### config.mk
export PLATFORM = sky130hd
export DESIGN_NAME = ps2_key_rx
export DESIGN_NICKNAME = d
export VERILOG_FILES = /design/src/rtl/ps2_key_rx.sv
export SDC_FILE = /design/constraint.sdc
export NUM_CORES = 1
export LEC_CHECK = 0
export ABC_CLOCK_PERIOD_IN_PS = 4200
export BUFFER_PORTS_ARGS = -buffer_cell sky130_fd_sc_hd__buf_2
export CAP_MARGIN = 40
export CORE_AREA = 2 2 81 141
export CTS_CLUSTER_DIAMETER = 100
export CTS_CLUSTER_SIZE = 24
export DETAILED_ROUTE_END_ITERATION = 8
export DIE_AREA = 0 0 83 143
export GPL_TIMING_DRIVEN = 0
export HOLD_SLACK_MARGIN = 0.06
export PLACE_DENSITY = 0.88
export REMOVE_ABC_BUFFERS = 1
export SYNTH_ARGS = -nofsm -noshare
export SYNTH_HDL_FRONTEND = slang
export SYNTH_SLANG_ARGS = --single-unit
export TNS_END_PERCENT = 50
### constraint.sdc
create_clock -name clk_sys -period 4.2 [get_ports clk_sys]
set_input_delay 1.26 -clock clk_sys [delete_from_list [all_inputs] [get_ports clk_sys]]
set_output_delay 1.26 -clock clk_sys [all_outputs]
set_load 0.02 [all_outputs]
### src/rtl/ps2_key_rx.sv
// PS/2 keyboard receiver: synchronizes and filters the raw lines, frames bytes
// and assembles multi-byte key events. Define PS2_KEY_RX_PARITY_EN to reject bad-parity bytes.
module ps2_key_rx #(
  parameter int TIMEOUT    = 3000,
  parameter int FILTER_LEN = 4
) (
  input  logic        clk_sys,
  input  logic        reset_n,
  input  logic        ps2_clk,
  input  logic        ps2_data,
  output logic [64:0] ps2_key,
  output logic        byte_strobe,
  output logic        frame_err
);

  localparam int WDW = $clog2(TIMEOUT + 1);
  localparam int FW  = $clog2(FILTER_LEN + 1);

  typedef enum logic [1:0] {IDLE, DATA, PARITY, STOP} state_t;

  logic [1:0]     clk_sync, dat_sync;
  logic           clk_filt, clk_filt_d;
  logic [FW-1:0]  filt_cnt;
  logic           fall, din;

  state_t         state;
  logic [7:0]     shreg;
  logic [2:0]     bit_cnt;
  logic [WDW-1:0] wd_cnt;
  logic           wd_exp, par_ok, accept, err_now;

  logic [63:0]    seq, seq_next;
  logic [2:0]     e1_cnt;
  logic           done;

  // filtered clock only moves after FILTER_LEN consecutive disagreeing samples
  always_ff @(posedge clk_sys or negedge reset_n) begin
    if (!reset_n) begin
      clk_sync   <= '0;
      dat_sync   <= '0;
      clk_filt   <= 1'b0;
      clk_filt_d <= 1'b0;
      filt_cnt   <= '0;
    end else begin
      clk_sync   <= {clk_sync[0], ps2_clk};
      dat_sync   <= {dat_sync[0], ps2_data};
      clk_filt_d <= clk_filt;
      if (clk_sync[1] == clk_filt) begin
        filt_cnt <= '0;
      end else if (filt_cnt == FW'(FILTER_LEN - 1)) begin
        clk_filt <= clk_sync[1];
        filt_cnt <= '0;
      end else begin
        filt_cnt <= filt_cnt + 1'b1;
      end
    end
  end

  assign fall   = clk_filt_d & ~clk_filt;
  assign din    = dat_sync[1];
  assign wd_exp = (state != IDLE) && !fall && (wd_cnt == WDW'(TIMEOUT - 1));

`ifdef PS2_KEY_RX_PARITY_EN
  logic par_bit;
  assign par_ok = ^{par_bit, shreg};
`else
  assign par_ok = 1'b1;
`endif

  assign accept  = fall && (state == STOP) && din && par_ok;
  assign err_now = wd_exp || (fall && (state == STOP) && !(din && par_ok));

  always_ff @(posedge clk_sys or negedge reset_n) begin
    if (!reset_n) begin
      state       <= IDLE;
      shreg       <= '0;
      bit_cnt     <= '0;
      wd_cnt      <= '0;
      byte_strobe <= 1'b0;
      frame_err   <= 1'b0;
`ifdef PS2_KEY_RX_PARITY_EN
      par_bit     <= 1'b0;
`endif
    end else begin
      byte_strobe <= accept;
      frame_err   <= err_now;
      wd_cnt      <= (state == IDLE || fall) ? '0 : wd_cnt + 1'b1;
      if (wd_exp) begin
        state <= IDLE;
      end else if (fall) begin
        case (state)
          IDLE: if (!din) begin
            state   <= DATA;
            bit_cnt <= '0;
          end
          DATA: begin
            shreg   <= {din, shreg[7:1]};
            bit_cnt <= bit_cnt + 1'b1;
            if (bit_cnt == 3'd7) state <= PARITY;
          end
          PARITY: begin
`ifdef PS2_KEY_RX_PARITY_EN
            par_bit <= din;
`endif
            state <= STOP;
          end
          default: state <= IDLE;
        endcase
      end
    end
  end

  assign seq_next = {seq[55:0], shreg};

  // E1 runs are counted blindly; E0/F0 prefixes and the 12 / 7C fillers are held
  always_comb begin
    done = 1'b1;
    if (e1_cnt != 3'd0)
      done = (e1_cnt == 3'd7);
    else if (shreg == 8'hE1 || shreg == 8'hE0 || shreg == 8'hF0)
      done = 1'b0;
    else if (shreg == 8'h12 && seq[7:0] == 8'hE0)
      done = 1'b0;
    else if (shreg == 8'h7C && seq[15:0] == 16'hE0F0)
      done = 1'b0;
  end

  always_ff @(posedge clk_sys or negedge reset_n) begin
    if (!reset_n) begin
      seq     <= '0;
      e1_cnt  <= '0;
      ps2_key <= '0;
    end else if (err_now) begin
      seq    <= '0;
      e1_cnt <= '0;
    end else if (accept) begin
      if (done) begin
        ps2_key <= {~ps2_key[64], seq_next};
        seq     <= '0;
        e1_cnt  <= '0;
      end else begin
        seq <= seq_next;
        if (e1_cnt != 3'd0)       e1_cnt <= e1_cnt + 1'b1;
        else if (shreg == 8'hE1)  e1_cnt <= 3'd1;
      end
    end
  end

endmodule

# Word-level counts from Yosys, hierarchy flattened
# Index checks and enable logic that the tools add are counted.
[word_totals]
register_bits = 160
[op_classes]
n_reduce_logical = 26
n_eq_ne = 18
n_mux = 22
bitwise_logic = 6
add_sub_neg = 4
[ops]
columns = ["cell", "count"]
rows = [
  ["56-bit 2-to-1 mux", 3],
  ["8-bit equality test (second input constant)", 4],
  ["3-bit 2-to-1 mux", 8],
  ["16-bit equality test (second input constant)", 1],
  ["12-bit by 1-bit adder with 12-bit output (second input constant)", 1],
  ["12-bit equality test (second input constant)", 1],
  ["12-bit 2-to-1 mux", 1],
  ["3-bit by 1-bit adder with 3-bit output (second input constant)", 3],
  ["3-bit AND reduction", 3],
  ["8-bit by 5-bit equality test with 1-bit output (second input constant)", 1],
  ["8-bit by 7-bit equality test with 1-bit output (second input constant)", 1],
  ["2-bit 2-to-1 mux", 4],
  ["2-bit nonzero test", 4],
  ["1-bit logical AND", 7],
  ["3-bit equality test (second input constant)", 2],
  ["3-bit != test (second input constant)", 2],
  ["2-bit one-hot mux with 3 select lines", 1],
  ["3-bit one-hot mux with 2 select lines", 1],
  ["1-bit NOT", 5],
  ["2-bit equality test (second input constant)", 2],
  ["1-bit logical OR", 4],
  ["1-bit 2-to-1 mux", 4],
  ["2-bit AND reduction", 2],
  ["4-bit AND reduction", 1],
  ["9 further kinds", 10],
]

# Logic depth before layout (Yosys ltp)
# Gate-level depths: netlist (run 1).
[logic_depth]
ltp_word = 9
ltp_mapped = 10
depth_no_buf = 7

# Least setup slack after synthesis (run 1)
# Ideal clock, no wire load.
[synth_timing]
kind = "reg-to-reg"
from = "register shreg[7]"
to = "register ps2_key[10]"
setup_time_ns = 0.128
setup_slack_ns = 1.953
synth_period_minus_slack_ns = 2.247
path_buffers = 2
arrival_ns = 2.119
t_required_ns = 4.072
path_stages_with_launch = 8
path_cell_list = "dfrtp_1 -> or4b_1 -> o41ai_2 -> a21oi_1 -> o21ai_1 -> buf_6 -> buf_12 -> mux2_1"
[synth_via]
elab_chain_cells = 7
word_cells_on_any_way = 14
[synth_lines]
columns = ["item", "line_no", "text"]
rows = [
  ["from (decl)", "27", "logic [7:0] shreg;"],
  ["from (signal assigned)", "97", "shreg <= {din, shreg[7:1]};"],
  ["8-bit by 7-bit equality test with 1-bit output", "124", "else if (shreg == 8'h7C && seq[15:0] == 16'hE0F0)"],
  ["1-bit logical AND", "124", ""],
  ["1-bit 2-to-1 mux", "124", ""],
  ["1-bit 2-to-1 mux", "122", "else if (shreg == 8'h12 && seq[7:0] == 8'hE0)"],
  ["1-bit 2-to-1 mux (*)", "120", "else if (shreg == 8'hE1 || shreg == 8'hE0 || shreg == 8'hF0)"],
  ["1-bit 2-to-1 mux (*)", "118", "if (e1_cnt != 3'd0)"],
  ["3-bit AND reduction (no line) (*)", "-", ""],
  ["to (signal assigned)", "138", "ps2_key <= {~ps2_key[64], seq_next};"],
  ["to (decl)", "11", "output logic [64:0] ps2_key,"],
]
# Every way passes the cells marked *; elsewhere a longest branch is shown, timed or not.
# A chain may end at the register's enable or synchronous reset.

# Worst setup path after layout (run 1)
[layout_timing]
from = "register state[0]"
to = "register seq[2]"
[layout_via]
elab_chain_cells = 5
word_cells_on_any_way = 10
[layout_lines]
columns = ["item", "line_no", "text"]
rows = [
  ["from (decl)", "26", "state_t state;"],
  ["from (signal assigned)", "75", "state <= IDLE;"],
  ["from (signal assigned)", "89", "state <= IDLE;"],
  ["from (signal assigned)", "93", "state <= DATA;"],
  ["2-bit equality test or 2-bit nonzero test (tied branches)", "70, 71, 61", ""],
  ["1-bit logical AND (on tied branches)", "70, 71, 61", ""],
  ["1-bit logical AND (on tied branches)", "71, 61", ""],
  ["1-bit logical OR", "71", "assign err_now = wd_exp || (fall && (state == STOP) && !(din && par_ok));"],
  ["56-bit 2-to-1 mux or 2-bit nonzero test (tied branches)", "-", ""],
  ["to (signal assigned)", "142", "seq <= seq_next;"],
  ["to (decl)", "32", "logic [63:0] seq, seq_next;"],
]
# Several ways; a longest one is shown, not always the timed one.

==> reports/metrics.yaml, run 1 <==
sta:
  worst_pin_slew_ns: 0.9098
  fmax_ghz: 0.2966
  hold_viol: 0
  fin_crit_sh: 0.8027
  setup_violations: 0
  min_period_ns: 3.371
  fin_tns_setup_ns: 0
  rsz0062_at_grt: "false"
  slew_viol_final: 0
  slew_headroom: 0.3935
  clock-skew-final_ns: 0.009530
critical_path:
  r2r_slack_ns: 0.83
  r2r_start: "state[0]$_DFFE_PN0P_"
  crit_required_ns: 4.54
  rr_worst_depth: 9
  arrival_ns: 3.71
  crit_family: "simple AND/OR/NAND/NOR gates"
  r2r-end: "seq[2]$_DFFE_PN0P_"
  cp_slowest_cell: "nor3_2"
  end_kind: "flip-flop"
  critPathMaxStageDelay_ns: 0.71
  cp_cell_sequence: "inv_1 > ha_1 > nor3_1 > a31oi_4 > buf_12 > nor3_2 > buf_6 > buf_4 > a22o_1"
  startpoint_type: "flip-flop"
  path_buf_inv: 4
  crit_type: "reg2reg"
  path_max_fanout: 33
finish:
  fin_cells: 657
  nets: 529
  diodes: 0
  drive_above_1_share: 0.2543
  fillerInstances: 701
  post-route-util: 0.6938
  final_cell_mix: "dfrtp_1, buf_2, a22o_1"
  synthToLayoutAreaGrowth_pct: 17.21
  fin_area_sq_mm: 0.007422
  final_common_cell: "dfrtp_1"
synthesis:
  syn_area_per_cell_sq_um: 14.42
  synth_edf_count: 0
  synthArstFlopShare: 1.000
  ys_ff_latch: 160
  syn_inst: 439
  synth.yosys.seq_area_share: 0.6323
  yosysWarnings: 0
  ys_types: 43
  syn_area_sq_mm: 0.006332
  synth_flop_cell: "dfrtp_1"
drt:
  vias: 3814
  drt-total-wl_microns: 11700
  postRouteAntennaNets: 0
  drc: 0
  dr.pass1.iters: 4
  vias_per_cell: 5.805
  wl_per_cell_microns: 17.81
  drt-initial-drc-count: 234
status:
  run_status: "complete, no violations"
die:
  core_area_sq_mm: 0.01070
  start_util: 0.5919
  row_count: 50
  ioPinCount: 71
  die_area_sq_mm: 0.01187
  die_w_microns: 83
  die_h_microns: 143
global_routing:
  grt_usage: 0.2117
  grt_pass1_wl_microns: 20070
  met3_usage: 0.04277
  use_met2: 0.3752
  grt_max_degree: 83
  grt_overflow_total: 0
  busiest_layer: "met2"
  grtUsageMet1: 0.2553
  grt_pass1_vias: 4075
  antenna_found_initial: 0
flow_run:
  cap_violations: 0
clock_network:
  cts_tree: "done"
  clkLatencyLatePin_ns: 0.41
  cts_sinks: 160
  cts_buffers: 17
  post_cts_buffers: 0
  h-tree-depth: 4
  root_buffer: "clkbuf_16"
  ctsResizeCount: 0
  cts_max_path_buffers: 2
  cts.clk_slew.worst_paths_ns: 0.06
  ctsHoldBuffers: 0
min_path:
  min_path_type: "reg2reg"
  hold_depth: 0
  hold-path-endpoint: "clk_sync[1]$_DFF_PN0_"
  hp-start: "clk_sync[0]$_DFF_PN0_"
pwr:
  p_switching_mw: 1.056
  p_int_mw: 2.688
  clkPwrFrac: 0.379
  leakagePower_nw: 3.941
  pwr-share-comb: 0.147
  powerDensity_mw_per_mm2: 504.4
  ir_drop_mv: 0.4364
  seq_power_share: 0.474
  power.share.switching: 0.2821
place:
  place_hpwl_microns: 7905
  io_buffers: 70
  place_area_sq_mm: 0.006858
  gp_congestion: 0.7772
  dp.cells: 625
## kinds of logic after synthesis
| kind of cell | count (synthesis) | share of synthesized area |
|---|---|---|
| fa+ha+maj | 11 | 0.02173 |
| mux | 75 | 0.1330 |
| compound gates | 78 | 0.1014 |
| buf+inv | 31 | 0.03577 |
| xor+xnor | 12 | 0.01660 |
| simple gates | 72 | 0.05928 |
| flops | 160 | 0.6323 |
## worst max path at each step
| stage | start | end | slack (ns) | depth (start not counted) |
|---|---|---|---|---|
| global route | state[0]$_DFFE_PN0P_ | seq[16]$_DFFE_PN0P_ | 0.66 | 9 |
| finish | state[0]$_DFFE_PN0P_ | seq[2]$_DFFE_PN0P_ | 0.83 | 9 |
| CTS | state[0]$_DFFE_PN0P_ | seq[2]$_DFFE_PN0P_ | 0.84 | 9 |
| floorplan | wd_cnt[0]$_DFF_PN0_ | seq[0]$_DFFE_PN0P_ | -1.81 | 6 |
| global placement | wd_cnt[0]$_DFF_PN0_ | seq[35]$_DFFE_PN0P_ | -5.86 | 6 |
| detailed placement | state[0]$_DFFE_PN0P_ | seq[16]$_DFFE_PN0P_ | 0.91 | 9 |
## synthesized netlist by cell type (2+ instances only)
cell type / count / area share
xor2_1: 7 / 0.0097
clkbuf_1: 10 / 0.0059
nand4b_1: 2 / 0.0028
a22o_1: 57 / 0.079
nor3b_1: 3 / 0.0036
nand2_1: 13 / 0.0077
dfrtp_1: 160 / 0.63
inv_1: 8 / 0.0047
nand2b_1: 2 / 0.0020
nor3_1: 3 / 0.0024
buf_4: 5 / 0.0059
ha_1: 11 / 0.022
o211ai_1: 2 / 0.0024
mux2i_1: 2 / 0.0032
and3_1: 3 / 0.0030
nor2_1: 21 / 0.012
nand3_1: 11 / 0.0087
xnor2_1: 5 / 0.0069
mux2_2: 18 / 0.032
mux2_1: 55 / 0.098
buf_12: 5 / 0.016
buf_2: 2 / 0.0016
nor2b_1: 3 / 0.0030
o21ai_0: 5 / 0.0040
a21oi_1: 5 / 0.0040
nand4_1: 2 / 0.0020
nor4b_1: 3 / 0.0042
## area by class of cell
cell class | count | area, sq um | share of cell area
Sequential cell | 160 | 4004 | 0.5394
Multi-Input combinational cell | 248 | 2133 | 0.2874
Timing Repair Buffer | 79 | 528.0 | 0.07114
Clock buffer | 20 | 466.7 | 0.06288
Tap cell | 130 | 162.7 | 0.02192
Clock inverter | 12 | 97.59 | 0.01315
Inverter | 8 | 30.03 | 0.004046
## state kept, by name, summed over array words and instances (netlist names)
signal       cells
clk_sync         2
wd_cnt          12
shreg            8
frame_err        1
dat_sync         2
clk_filt_d       1
seq             56
e1_cnt           3
ps2_key         65
filt_cnt         3
state            2
bit_cnt          3
byte_strobe      1
clk_filt         1
## per-layer routing
| metal | part of all wire | wire [microns] |
|---|---|---|
| met1 | 0.40 | 4707 |
| met2 | 0.54 | 6345 |
| met3 | 0.035 | 410 |
| met4 | 0.020 | 235 |
| met5 | 0 | 0 |
## power groups by stage
stage / Combinational (mW) / Sequential (mW) / Clock [mW]
3_3_place_gp: 0.487 / 1.79 / 0
5_1_grt: 0.624 / 1.79 / 1.51
4_1_cts: 0.558 / 1.77 / 1.45
6_report: 0.551 / 1.77 / 1.42
2_1_floorplan: 0.345 / 1.79 / 0
3_5_place_dp: 0.552 / 1.80 / 0
## per-stage QoR
stage	hold slack [ns]	power [mW]	setup WS, ns
global placement	0.3325	2.272	-5.858
detailed placement	0.3362	2.347	0.9122
CTS	0.3509	3.772	0.8386
finish	0.3484	3.744	0.8288
floorplan	0.3312	2.130	-1.810
global route	0.3560	3.924	0.6569
No activity file was read; power rests on OpenSTA's default activity.
==> run 2: changes to the inputs <==
Settings changed: ABC_CLOCK_PERIOD_IN_PS 4200 to 2800, CORE_AREA 2 2 81 141 to 2 2 87 151, DIE_AREA 0 0 83 143 to 0 0 89 153, PLACE_DENSITY 0.88 to 0.82.
Clock period 4.2 ns to 2.8 ns, I/O delays scaled along.
==> run 2 against run 1 <==
- sequential cell count unchanged
- clock skew is 0.00061 ns higher
- clock power up 63%
==> reports/metrics.yaml, run 2 (same netlist as run 1, synthesis figures left out) <==
die:
  core_area_sq_mm: 0.01243  # +16%
  start_util: 0.5094  # -0.08257
  die_h_microns: 153  # +7.0%
  die_area_sq_mm: 0.01362  # +15%
  die_w_microns: 89  # +7.2%
  ioPinCount: 71  # unchanged
  row_count: 54  # +8.0%
sta:
  clock-skew-final_ns: 0.01014  # +0.0006117 ns
  slew_viol_final: 0  # unchanged
  rsz0062_at_grt: "false"
  slew_headroom: 0.4866  # +0.09312
  min_period_ns: 2.615  # -0.7567 ns
  hold-worst-slack_ns: 0.3500  # +0.001679 ns
  fmax_ghz: 0.3825  # +29%
  fin_crit_sh: 0.9338  # +0.1311
  setup_violations: 0  # unchanged
  worst_pin_slew_ns: 0.7701  # -0.1397 ns
  hold_viol: 0  # unchanged
critical_path:
  rr_worst_depth: 6  # -3
  crit_required_ns: 3.08  # -1.46 ns
  path_max_fanout: 6  # -82%
  r2r_start: "shreg[0]$_DFFE_PN0P_"
  end_kind: "flip-flop"
  startpoint_type: "flip-flop"
  arrival_ns: 2.90  # -0.81 ns
  r2r-end: "ps2_key[36]$_DFFE_PN0P_"
  r2r_slack_ns: 0.19  # -0.64 ns
  crit_type: "reg2reg"
pwr:
  leakagePower_nw: 3.976  # +0.89%
  seq_power_share: 0.455  # -0.019
  p_switching_mw: 1.621  # +54%
  ir_drop_mv: 0.6349  # +45%
  power.share.switching: 0.2781  # -0.004007
  clkPwrFrac: 0.397  # +0.018
  powerDensity_mw_per_mm2: 771.7  # +53%
  p_int_mw: 4.208  # +57%
  pwr-share-comb: 0.148  # about the same
drt:
  dr.pass1.iters: 4  # unchanged
  vias_per_cell: 5.491  # -5.4%
  vias: 3827  # +0.34%
  postRouteAntennaNets: 0  # unchanged
  drc: 0  # unchanged
  wl_per_cell_microns: 17.56  # -1.4%
  drt-total-wl_microns: 12240  # +4.6%
  drt-initial-drc-count: 129  # -45%
clock_network:
  cts_max_path_buffers: 2  # unchanged
  root_buffer: "clkbuf_16"
  cts_tree: "done"
  ctsHoldBuffers: 0  # unchanged
  cts.clk_slew.worst_paths_ns: 0.06  # about the same
  cts_sinks: 160  # unchanged
  h-tree-depth: 4  # unchanged
  clkLatencyLatePin_ns: 0.41  # about the same
  cts_buffers: 17  # unchanged
global_routing:
  antenna_found_initial: 0  # unchanged
  grt_pass1_vias: 4011  # -1.6%
  grt_max_degree: 86  # +3.6%
  grt_overflow_total: 0  # unchanged
  grt_usage: 0.1908  # -0.02087
  grt_pass1_wl_microns: 20200  # +0.65%
place:
  place_hpwl_microns: 8165  # +3.3%
  gp_congestion: 0.8379  # +7.8%
  dp.cells: 664  # +6.2%
  io_buffers: 70  # unchanged
min_path:
  hold-path-endpoint: "clk_sync[1]$_DFF_PN0_"
  hp-start: "clk_sync[0]$_DFF_PN0_"
  min_path_type: "reg2reg"
  hold_depth: 0  # unchanged
finish:
  top_register: "ps2_key"
  fillerInstances: 1021  # +46%
  nets: 531  # +0.38%
  final_cell_mix: "dfrtp_1, buf_2, a22o_1"
  final_common_cell: "dfrtp_1"
  fin_cells: 697  # +6.1%
  reg_top3: "ps2_key: 65 flops, seq: 56 flops, wd_cnt: 12 flops"
  synthToLayoutAreaGrowth_pct: 19.30
  largest_reg_flops: 65  # unchanged
  drive_above_1_share: 0.2609  # +0.006600
  diodes: 0  # unchanged
flow_run:
  cap_violations: 0  # unchanged
status:
  run_status: "complete, no violations"
run 2: cell count changes in the layout (fill, tap and decap cells not counted):
cell,before,now
buf_16,4,5
buf_4,1,3
buf_6,4,3
bufinv_16,0,2
clkbuf_8,3,2
clkinv_2,2,1
clkinv_4,4,2
clkinvlp_4,2,3
inv_6,3,4
nor2b_1,3,2
nor2b_2,0,1
nor3_1,2,1
nor3_4,0,1
run 2: routing by layer:
metal	track usage	routed length, microns	part of all wire	up-vias
met3	0.04050	324	0.026	23
met1	0.2366	4951	0.40	1982
met4	0.07463	357	0.029	0
met2	0.3205	6604	0.54	80
li1	-	-	-	1742
met5	0	0	0	-
run 2: timing repair:
action / CTS / global route
setup endpoints to repair: 40 / 108
pin swaps: 0 / 2
setup buffers: 0 / 1
gates resized for setup: 1 / 2
run 2: layout make-up:
type,instances,area (sq um),area share
clock inverter,13,151.4,0.02004
clock buffer,19,452.9,0.05995
sequential,160,4004,0.5300
multi-input combinational,248,2147,0.2842
inverter,8,30.03,0.003975
timing repair buffer,81,559.3,0.07403
tap,168,210.2,0.02782
run 2: power by group through the flow:
stage | Clock (mW) | Combinational (mW) | Sequential [mW]
6_report | 2.32 | 0.863 | 2.65
4_1_cts | 2.37 | 0.868 | 2.65
2_1_floorplan | 0 | 0.517 | 2.68
3_3_place_gp | 0 | 0.736 | 2.68
5_1_grt | 2.47 | 0.958 | 2.67
3_5_place_dp | 0 | 0.842 | 2.69
run 2: through the flow:
step	TNS (ns)	util	area (sq um)	power [mW]	setup slack [ns]
after detailed placement	-2.204	0.5574	6929	3.530	-0.1154
after CTS	0	0.6065	7540	5.886	0.02877
after global placement	-887.58	0.5386	6696	3.411	-7.951
after floorplan	-317.75	-	6136	3.195	-3.210
after global routing	0	0.6077	7555	6.105	0.001321
final	0	0.6077	7555	5.830	0.1854
run 2: worst max-delay path, stage by stage (launching register included):
cell and delay, ns:
dfrtp_1 0.46, or4b_1 0.58, o41ai_2 0.27, a21oi_1 0.23, o21ai_4 0.37, buf_4 0.24
mux2_1 0.34
run 2: worst max-delay path by stage:
stage / slack, ns / cells past startpoint / endpoint / startpoint
global placement: -7.95 / 6 / seq[43]$_DFFE_PN0P_ / wd_cnt[0]$_DFF_PN0_
CTS: 0.03 / 6 / ps2_key[55]$_DFFE_PN0P_ / shreg[0]$_DFFE_PN0P_
global route: 0.001 / 9 / seq[33]$_DFFE_PN0P_ / state[0]$_DFFE_PN0P_
floorplan: -3.21 / 6 / seq[0]$_DFFE_PN0P_ / wd_cnt[0]$_DFF_PN0_
finish: 0.19 / 6 / ps2_key[36]$_DFFE_PN0P_ / shreg[0]$_DFFE_PN0P_
detailed placement: -0.12 / 9 / seq[55]$_DFFE_PN0P_ / state[0]$_DFFE_PN0P_
==> run 3: changes to the inputs <==
Settings changed: ABC_CLOCK_PERIOD_IN_PS 2800 to 3300, CORE_AREA 2 2 87 151 to 2 2 81 141, DIE_AREA 0 0 89 153 to 0 0 83 143, PLACE_DENSITY 0.82 to 0.88, RECOVER_POWER set to 50.
Clock period 2.8 ns to 3.3 ns, I/O delays scaled along.
==> run 3 against run 2 <==
- the flow now finishes with violations (capacitance limit, slew limit)
- count of clock-buffer cells in the layout increased by 1
- power decreased by 18%
- global-route usage increased by 2.2 points
- via count increased by 0.50%
- core utilization increased by 8.5 points
- hold slack got worse by 0.0017 ns
- clock power decreased by 22%
- largest cell class unchanged
==> reports/metrics.yaml, run 3 (same netlist as run 1, synthesis figures left out) <==
finish:
  diodes: 0  # unchanged
  largest_reg_flops: 65  # unchanged
  final_common_cell: "dfrtp_1"
  synthToLayoutAreaGrowth_pct: 17.07
  top_register: "ps2_key"
  drive_above_1_share: 0.2405  # -0.02034
  final_cell_mix: "dfrtp_1, buf_2, a22o_1"
  reg_top3: "ps2_key: 65 flops, seq: 56 flops, wd_cnt: 12 flops"
  nets: 530  # -0.19%
flow_run:
  cap_violations: 1  # +1
die:
  row_count: 50  # -7.4%
  die_h_microns: 143  # -6.5%
  core_area_sq_mm: 0.01070  # -14%
  start_util: 0.5919  # +0.08257
  die_w_microns: 83  # -6.7%
  ioPinCount: 71  # unchanged
  die_area_sq_mm: 0.01187  # -13%
drt:
  drt-total-wl_microns: 12010  # -1.8%
  drt-initial-drc-count: 251  # +95%
  drc: 0  # unchanged
  vias: 3846  # +0.50%
  vias_per_cell: 5.845  # +6.5%
  dr.pass1.iters: 5  # +1
  wl_per_cell_microns: 18.25  # +4.0%
  postRouteAntennaNets: 0  # unchanged
min_path:
  min_path_type: "reg2reg"
  hp-start: "clk_sync[0]$_DFF_PN0_"
sta:
  fin_ws_ns: 0.2028  # +0.01737 ns
  hold_viol: 0  # unchanged
  fin_tns_setup_ns: 0  # unchanged
  worst_pin_slew_ns: 1.864  # +1.094 ns
  slew_viol_final: 80  # +80
  clock-skew-final_ns: 0.009633  # -0.0005088 ns
  slew_headroom: -0.2430  # -0.7296
  fmax_ghz: 0.3229  # -16%
  setup_violations: 0  # unchanged
  rsz0062_at_grt: "false"
  fin_crit_sh: 0.9385  # +0.004771
  min_period_ns: 3.097  # +0.4826 ns
place:
  dp_slack_ns: 0.01222  # +0.1276 ns
  gp_congestion: 0.7772  # -7.2%
  place_hpwl_microns: 7905  # -3.2%
  io_buffers: 70  # unchanged
critical_path:
  path_max_fanout: 20  # +14
  crit_type: "reg2reg"
  cp_cell_sequence: "or4b_1 > o41ai_2 > a21oi_1 > o21ai_4 > buf_16 > buf_16 > mux2_1"
  startpoint: "shreg[7]$_DFFE_PN0P_"
  cp_slowest_cell: "o21ai_4"
  crit_top_cell: "buf_16"
  end_kind: "flip-flop"
  rr_worst_depth: 7  # +1
  startpoint_type: "flip-flop"
  r2r-end: "ps2_key[2]$_DFFE_PN0P_"
  r2r_start: "shreg[7]$_DFFE_PN0P_"
  crit_required_ns: 3.59  # +0.51 ns
  arrival_ns: 3.39  # +0.49 ns
  path_buf_inv: 2  # +1
  cp.depth: 7  # +1
  critPathMaxStageDelay_ns: 0.69  # +0.11 ns
  r2r_slack_ns: 0.20  # +0.02 ns
  crit_family: "compound AO/OA/AOI/OAI gates"
  crit_end: "ps2_key[2]$_DFFE_PN0P_"
clock_network:
  h-tree-depth: 4  # unchanged
  cts.clk_slew.worst_paths_ns: 0.06  # about the same
  cts_sinks: 160  # unchanged
  root_buffer: "clkbuf_16"
  cts_buffers: 17  # unchanged
  cts_tree: "done"
  cts_max_path_buffers: 2  # unchanged
  clkLatencyLatePin_ns: 0.41  # about the same
pwr:
  powerDensity_mw_per_mm2: 644.3  # -17%
  leakagePower_nw: 3.902  # -1.8%
  ir_drop_mv: 0.5519  # -13%
global_routing:
  grt_pass1_vias: 4067  # +1.4%
  grt_pass1_wl_microns: 20180  # -0.14%
  grt_overflow_total: 0  # unchanged
  grt_max_degree: 83  # -3.5%
  antenna_found_initial: 0  # unchanged
  grt_usage: 0.2129  # +0.02212
status:
  run_status: "finished, violations left"
  failed_checks: "capacitance limit, slew limit"
## run 3: changes by cell type in the layout (fill, tap and decap cells not counted), moves of 2 or more
cell	delta
buf_16	-2
buf_2	-8
buf_4	-2
bufinv_16	-2
clkbuf_1	+8
clkinv_4	+2
## run 3: worst reg2reg max path: cells and delay by family, from the launching register on
kind	cells	cell delay (ns)
flip-flops	1	0.47
buffers and inverters	2	0.41
multiplexers	1	0.34
AO/OA/AOI/OAI	3	1.20
AND/OR/NAND/NOR	1	0.56
## run 3: routing by layer
layer  share of wire  global-route usage
met5               0                   0
met2            0.53              0.3756
met3           0.039             0.04335
met1            0.40              0.2569
met4           0.026             0.08283
## run 3: area by class of cell
| cell class | instances | area, sq um |
|---|---|---|
| flip-flops and latches | 160 | 4004 |
| fillers | 706 | 3284 |
| multi-input cells | 249 | 2157 |
| repair buffers | 79 | 495.5 |
| clock buffers | 20 | 466.7 |
| well taps | 130 | 162.7 |
| clock inverters | 12 | 97.59 |
| inverters | 8 | 30.03 |
## run 3: how the worst min path moves through the flow
stage	to	slack, ns	depth (start not counted)
4_1_cts	clk_sync[1]$_DFF_PN0_	0.35	0
3_5_place_dp	clk_sync[1]$_DFF_PN0_	0.34	0
2_1_floorplan	clk_sync[1]$_DFF_PN0_	0.33	0
5_1_grt	dat_sync[1]$_DFF_PN0_	0.36	0
6_report	clk_sync[1]$_DFF_PN0_	0.35	0
3_3_place_gp	clk_sync[1]$_DFF_PN0_	0.33	0
## run 3: report_power, final
| group | total [mW] | internal, mW | switching (mW) |
|---|---|---|---|
| clock | 1.81 | 1.04 | 0.776 |
| combinational | 0.708 | 0.279 | 0.429 |
| sequential | 2.26 | 2.10 | 0.156 |
| total | 4.78 | 3.42 | 1.36 |
## run 3: what timing repair did
item,in CTS,in global routing
gates cloned,0,1
setup buffers,0,0
hold buffers,0,0
resized for setup,1,1
setup endpoints to repair,15,31
pin swaps,0,2
## run 3: per-stage QoR
stage | hold WS (ns) | util | cells | total power [mW] | cell area (sq um)
floorplan | 0.3312 | - | 416 | 2.711 | 6136
global placement | 0.3325 | 0.6215 | 616 | 2.892 | 6649
detailed placement | 0.3362 | 0.6411 | 625 | 2.988 | 6858
CTS | 0.3509 | 0.6944 | 657 | 4.802 | 7428
global route | 0.3560 | 0.6930 | 658 | 4.999 | 7413
finish | 0.3484 | 0.6930 | 658 | 4.777 | 7413
